## src/rtl/vga_pkg.sv

```systemverilog
// Default 640x480@60 raster geometry, derived totals/sync windows and the
// per-pixel sync bundle carried through the colour-latency delay line.
package vga_pkg;

  localparam int H_ACTIVE_DEF = 640;
  localparam int H_FP_DEF     = 16;
  localparam int H_SYNC_DEF   = 96;
  localparam int H_BP_DEF     = 48;
  localparam int V_ACTIVE_DEF = 480;
  localparam int V_FP_DEF     = 10;
  localparam int V_SYNC_DEF   = 2;
  localparam int V_BP_DEF     = 33;

  localparam int H_TOTAL_DEF    = H_ACTIVE_DEF + H_FP_DEF + H_SYNC_DEF + H_BP_DEF;
  localparam int V_TOTAL_DEF    = V_ACTIVE_DEF + V_FP_DEF + V_SYNC_DEF + V_BP_DEF;
  localparam int HS_START_DEF   = H_ACTIVE_DEF + H_FP_DEF;
  localparam int HS_END_DEF     = HS_START_DEF + H_SYNC_DEF - 1;
  localparam int VS_START_DEF   = V_ACTIVE_DEF + V_FP_DEF;
  localparam int VS_END_DEF     = VS_START_DEF + V_SYNC_DEF - 1;

  // hs/vs are logical "asserted" flags; pin polarity is applied at the output.
  typedef struct packed {
    logic vis;
    logic hs;
    logic vs;
  } sync_t;

  localparam sync_t SYNC_IDLE = '{vis: 1'b0, hs: 1'b0, vs: 1'b0};

endpackage

```

## src/rtl/vga_delay.sv

```systemverilog
// LAT-deep shift register for the sync bundle, advanced on the pixel tick.
// LAT=0 degenerates to a wire.
module vga_delay
  import vga_pkg::*;
#(
  parameter int LAT = 1
) (
  input  logic  clk,
  input  logic  rst_n,
  input  logic  en,
  input  sync_t d,
  output sync_t q
);

  generate
    if (LAT == 0) begin : g_pass
      logic unused_ok;
      assign unused_ok = &{1'b0, clk, rst_n, en};
      assign q = d;
    end else begin : g_pipe
      sync_t stage [LAT];

      always_ff @(posedge clk or negedge rst_n) begin
        if (!rst_n) begin
          for (int i = 0; i < LAT; i++) stage[i] <= SYNC_IDLE;
        end else if (en) begin
          stage[0] <= d;
          for (int i = 1; i < LAT; i++) stage[i] <= stage[i-1];
        end
      end

      assign q = stage[LAT-1];
    end
  endgenerate

endmodule

```

## src/rtl/vga_timing.sv

```systemverilog
// Raster timing generator: pixel prescaler, h/v counters, coordinate outputs,
// and a DAC output stage whose syncs are delayed to match generator latency.
module vga_timing
  import vga_pkg::*;
#(
  parameter int pA       = 10,
  parameter int fA       = 32,
  parameter int cA       = 4,
  parameter int CLK_DIV  = 2,
  parameter int LAT      = 1,
  parameter int H_ACTIVE = H_ACTIVE_DEF,
  parameter int H_FP     = H_FP_DEF,
  parameter int H_SYNC   = H_SYNC_DEF,
  parameter int H_BP     = H_BP_DEF,
  parameter int V_ACTIVE = V_ACTIVE_DEF,
  parameter int V_FP     = V_FP_DEF,
  parameter int V_SYNC   = V_SYNC_DEF,
  parameter int V_BP     = V_BP_DEF,
  parameter int SYNC_NEG = 1
) (
  input  logic                   clk,
  input  logic                   rst,
  output logic [pA-1:0]          pix_x,
  output logic [pA-1:0]          pix_y,
  output logic                   pix_v,
  output logic [fA-1:0]          frame_id,
  output logic                   pix_ce,
  input  logic [2:0][cA-1:0]     color,
  output logic [cA-1:0]          vga_r,
  output logic [cA-1:0]          vga_g,
  output logic [cA-1:0]          vga_b,
  output logic                   vga_hs,
  output logic                   vga_vs
);

  localparam int H_TOTAL  = H_ACTIVE + H_FP + H_SYNC + H_BP;
  localparam int V_TOTAL  = V_ACTIVE + V_FP + V_SYNC + V_BP;
  localparam int HS_START = H_ACTIVE + H_FP;
  localparam int HS_END   = HS_START + H_SYNC - 1;
  localparam int VS_START = V_ACTIVE + V_FP;
  localparam int VS_END   = VS_START + V_SYNC - 1;
  localparam int DW       = (CLK_DIV > 1) ? $clog2(CLK_DIV) : 1;

  localparam logic [DW-1:0] DIV_LAST = DW'(CLK_DIV - 1);
  localparam logic          SYNC_OFF = (SYNC_NEG != 0);

  logic [DW-1:0] div_cnt;
  logic          tick;
  logic [pA-1:0] h_cnt, v_cnt, h_nxt, v_nxt;
  logic          primed, h_wrap, v_wrap;
  sync_t         raw_s, cur_s, dly_s;

  assign tick = (div_cnt == DIV_LAST);

  always_ff @(posedge clk or negedge rst) begin
    if (!rst) begin
      div_cnt <= '0;
      pix_ce  <= 1'b0;
    end else begin
      pix_ce  <= tick;
      div_cnt <= tick ? '0 : div_cnt + 1'b1;
    end
  end

  // The counters hold the coordinate currently presented; the first tick after
  // reset presents 0,0 without advancing, so later ticks advance before presenting.
  always_comb begin
    h_wrap = primed && (h_cnt == pA'(H_TOTAL - 1));
    v_wrap = h_wrap && (v_cnt == pA'(V_TOTAL - 1));
    h_nxt  = h_cnt;
    v_nxt  = v_cnt;
    if (primed) begin
      h_nxt = h_wrap ? '0 : h_cnt + 1'b1;
      if (h_wrap) v_nxt = v_wrap ? '0 : v_cnt + 1'b1;
    end
    raw_s.vis = (h_nxt < pA'(H_ACTIVE)) && (v_nxt < pA'(V_ACTIVE));
    raw_s.hs  = (h_nxt >= pA'(HS_START)) && (h_nxt <= pA'(HS_END));
    raw_s.vs  = (v_nxt >= pA'(VS_START)) && (v_nxt <= pA'(VS_END));
  end

  always_ff @(posedge clk or negedge rst) begin
    if (!rst) begin
      primed   <= 1'b0;
      h_cnt    <= '0;
      v_cnt    <= '0;
      frame_id <= '0;
      pix_x    <= '0;
      pix_y    <= '0;
      cur_s    <= SYNC_IDLE;
    end else if (tick) begin
      primed <= 1'b1;
      h_cnt  <= h_nxt;
      v_cnt  <= v_nxt;
      if (v_wrap) frame_id <= frame_id + 1'b1;
      pix_x  <= raw_s.vis ? h_nxt : '0;
      pix_y  <= raw_s.vis ? v_nxt : '0;
      cur_s  <= raw_s;
    end
  end

  assign pix_v = cur_s.vis;

  vga_delay #(.LAT(LAT)) u_delay (
    .clk   (clk),
    .rst_n (rst),
    .en    (tick),
    .d     (cur_s),
    .q     (dly_s)
  );

  // Colour and syncs for the same coordinate land on the DAC on one tick.
  always_ff @(posedge clk or negedge rst) begin
    if (!rst) begin
      vga_r  <= '0;
      vga_g  <= '0;
      vga_b  <= '0;
      vga_hs <= SYNC_OFF;
      vga_vs <= SYNC_OFF;
    end else if (tick) begin
      vga_r  <= dly_s.vis ? color[2] : '0;
      vga_g  <= dly_s.vis ? color[1] : '0;
      vga_b  <= dly_s.vis ? color[0] : '0;
      vga_hs <= dly_s.hs ^ SYNC_OFF;
      vga_vs <= dly_s.vs ^ SYNC_OFF;
    end
  end

endmodule

```

## config.mk

```make
export PLATFORM = sky130hd
export DESIGN_NAME = vga_timing
export DESIGN_NICKNAME = d
export VERILOG_FILES = /design/src/rtl/vga_pkg.sv /design/src/rtl/vga_delay.sv /design/src/rtl/vga_timing.sv
export SDC_FILE = /design/constraint.sdc
export NUM_CORES = 1
export LEC_CHECK = 0
export CORE_MARGIN = 2
export CORE_UTILIZATION = 50
export DETAILED_ROUTE_END_ITERATION = 10
export HOLD_SLACK_MARGIN = 0.03
export PLACE_DENSITY = 0.86
export SLEW_MARGIN = 10
export SYNTH_ARGS = -nofsm -noshare
export SYNTH_HDL_FRONTEND = slang
export SYNTH_SLANG_ARGS = --single-unit
```

## constraint.sdc

```tcl
create_clock -name clk -period 3.4 [get_ports clk]
set_clock_uncertainty 0.05 [all_clocks]
set_input_delay 0.68 -clock clk [delete_from_list [all_inputs] [get_ports clk]]
set_output_delay 0.68 -clock clk [all_outputs]
set_load 0.01 [all_outputs]
```

==> out/metrics.yaml <==
outcome: "finished, final reports clean"
synth_most_common_cell: "dfrtp_1"
clock-sinks: 95
start_util: 0.510
cts_made_buffers: 9
dpl_cell_area_um2: 5500
setup_viol: 0
ant_nets: 0
synth.net_count: 485
hpwl_mm: 7.31
cts_tree: "yes"
cts_hold_repair.buffers: 0
syn_area_per_cell_um2: 9.94
die_y_um: 100
fin_tns_setup_ps: 0
drc_errors: 0
grt_max_degree: 52
relSlewSlack: 0.528
post-route-util: 0.629
core_area_um2: 9110
worst_skew_pair.late_latency_ps: 360
cp_cell_sequence: "inv_1 > ha_1 > nand4_1 > or4_1 > nor4_4 > nand2_1 > nor3_1 > xor2_1"
ys_top_cells_by_count: "dfrtp_1, nand2_1, o21ai_0, nand3_1"
grt_usage: 0.215
path_clk_slew_ps: 90
drt_iter0_markers: 177
routed_wl_mm: 10.3
worst_pin_slew_ps: 703
ys.flop_type: "dfrtp_1"
post_cts_buffers: 0
drv_cap: 0
grt_pass1_wl_mm: 17.4
max_stage_delay_ps: 720
yosysTopAreaCellShare: 0.501
ys_seq_elements: 95
ir_worst_vdd_v: 0.000203
fin_area_um2: 5730
synth_area_leaders: "dfrtp_1, xnor2_1, nand2_1"
synth-async-reset-ratio: 1.00
htree_levels: 3
cts_buffer_depth: 2
grt_overflow: 0
slowest_stage: "nor4_4"
firstDrtPassIters: 5
rsz0062_at_grt: "false"
nets: 554
wl_per_cell_um: 15.8
startpoint_type: "flip-flop"
cts_resized: 0
seq_area_frac_synth: 0.513
worstSetupEndpointType: "flip-flop"
fin_crit_ps: 2980
synth_area_um2: 4640
cp.required_ps: 3630
cp_data_arrival_time_ps: 3210
n_antenna_cell: 0
whs_ps: 277
antenna_found_initial: 0
powerDensity_nw_per_um2: 355
numPortBuffers: 81
ys.warnings.count: 0
grt_pass1_vias: 3682
worst_hold_path_type: "primary input to asynchronous set/reset pin"
cp_top_family: "simple AND/OR/NAND/NOR gates"
finalWeightedCongestion: 0.907
vias: 3710
cp.buffers_inverters: 1
slew_violations: 0
synthCells: 467
period_share: 0.877
die_w_um: 100
synth_top_area_cell: "dfrtp_1"
ioPinCount: 82
p_leak_nw: 2.47
viasPerCell: 5.69
synth_edf_count: 0
crit_fanout: 12
num_rows: 35
drive_gt1_frac: 0.0887
fillers: 748
hold_viol_final: 0
syn2layout_area_growth_pct: 23.4
path_class: "flip-flop to flip-flop"
cts_root_buf: "clkbuf_8"
max_freq_mhz: 335
dieArea_um2: 10100
ys_types: 53
## final timing paths
check | startpoint | endpoint | slack [ps] | depth (start not counted)
max in group asynchronous | rst | v_cnt[5]$_DFFE_PN0P_ | 2240 | 2
worst min register to register | u_delay.q[1]$_DFFE_PN0P_ | vga_hs$_DFFE_PN1P_ | 390 | 1
worst min-delay path | rst | frame_id[17]$_DFFE_PN0P_ | 280 | 1
worst max-delay path | v_cnt[0]$_DFFE_PN0P_ | frame_id[31]$_DFFE_PN0P_ | 420 | 8
worst max register to register | v_cnt[0]$_DFFE_PN0P_ | frame_id[31]$_DFFE_PN0P_ | 420 | 8
min in group clk | u_delay.q[1]$_DFFE_PN0P_ | vga_hs$_DFFE_PN1P_ | 390 | 1
## final cells by class
| class | instances | area, um^2 | share of cell area |
|---|---|---|---|
| timing repair buffer | 89 | 868 | 0.152 |
| tap | 111 | 139 | 0.0242 |
| sequential | 95 | 2380 | 0.416 |
| clock inverter | 7 | 104 | 0.0181 |
| clock buffer | 9 | 124 | 0.0216 |
| multi-input combinational | 313 | 2010 | 0.351 |
| inverter | 28 | 105 | 0.0183 |
## through the flow
stage               cells  power [mW]  setup WS [ps]
floorplan             467        1.17           1030
global placement      636        1.23            619
detailed placement    636        1.23            483
CTS                   652        2.06            451
global route          652        2.12            129
finish                652        2.03            417
## cells in the final DEF (no fill, tap or decap), types with 15 or more instances in the layout
master,count
clkdlybuf4s50_1,80
dfrtp_1,92
inv_1,28
nand2_1,52
nand3_1,33
nand4_1,15
nor2_1,25
o21ai_0,34
o2bb2ai_1,17
xnor2_1,28
xor2_1,16
## power by group
group          leakage (nW)  switching (mW)  internal [mW]
Clock                 0.108           0.405          0.423
Sequential             1.24         0.00412           1.14
Combinational          1.13          0.0344         0.0305
Total                  2.47           0.443           1.59
## per-layer routing
metal  part of all wire  track usage  vias to the layer above
met1               0.46        0.291                     1817
met5                  0            0                        -
met3              0.049       0.0439                       13
met4              0.012       0.0664                        0
met2               0.48        0.352                      116
li1                   -            -                     1764
## registers in the layout, indices dropped and copies added (netlist names)
signal and cells:
cur_s 2, div_cnt 1, frame_id 32, h_cnt 10
pix_ce 1, pix_v 1, pix_x 10, pix_y 10
primed 1, u_delay.q 3, v_cnt 10, vga_b 4
vga_g 4, vga_hs 1, vga_r 4, vga_vs 1
## logic make-up (layout without fill, tap and decap cells)
family	Yosys count	count (layout)	synth area share
mux	6	6	0.0143
flops	95	95	0.513
compound gates	89	89	0.127
buf+inv	59	133	0.0547
fa+ha+maj	4	4	0.0108
xor+xnor	44	44	0.0830
simple gates	170	170	0.197
Power figures use the tool's default switching activity.
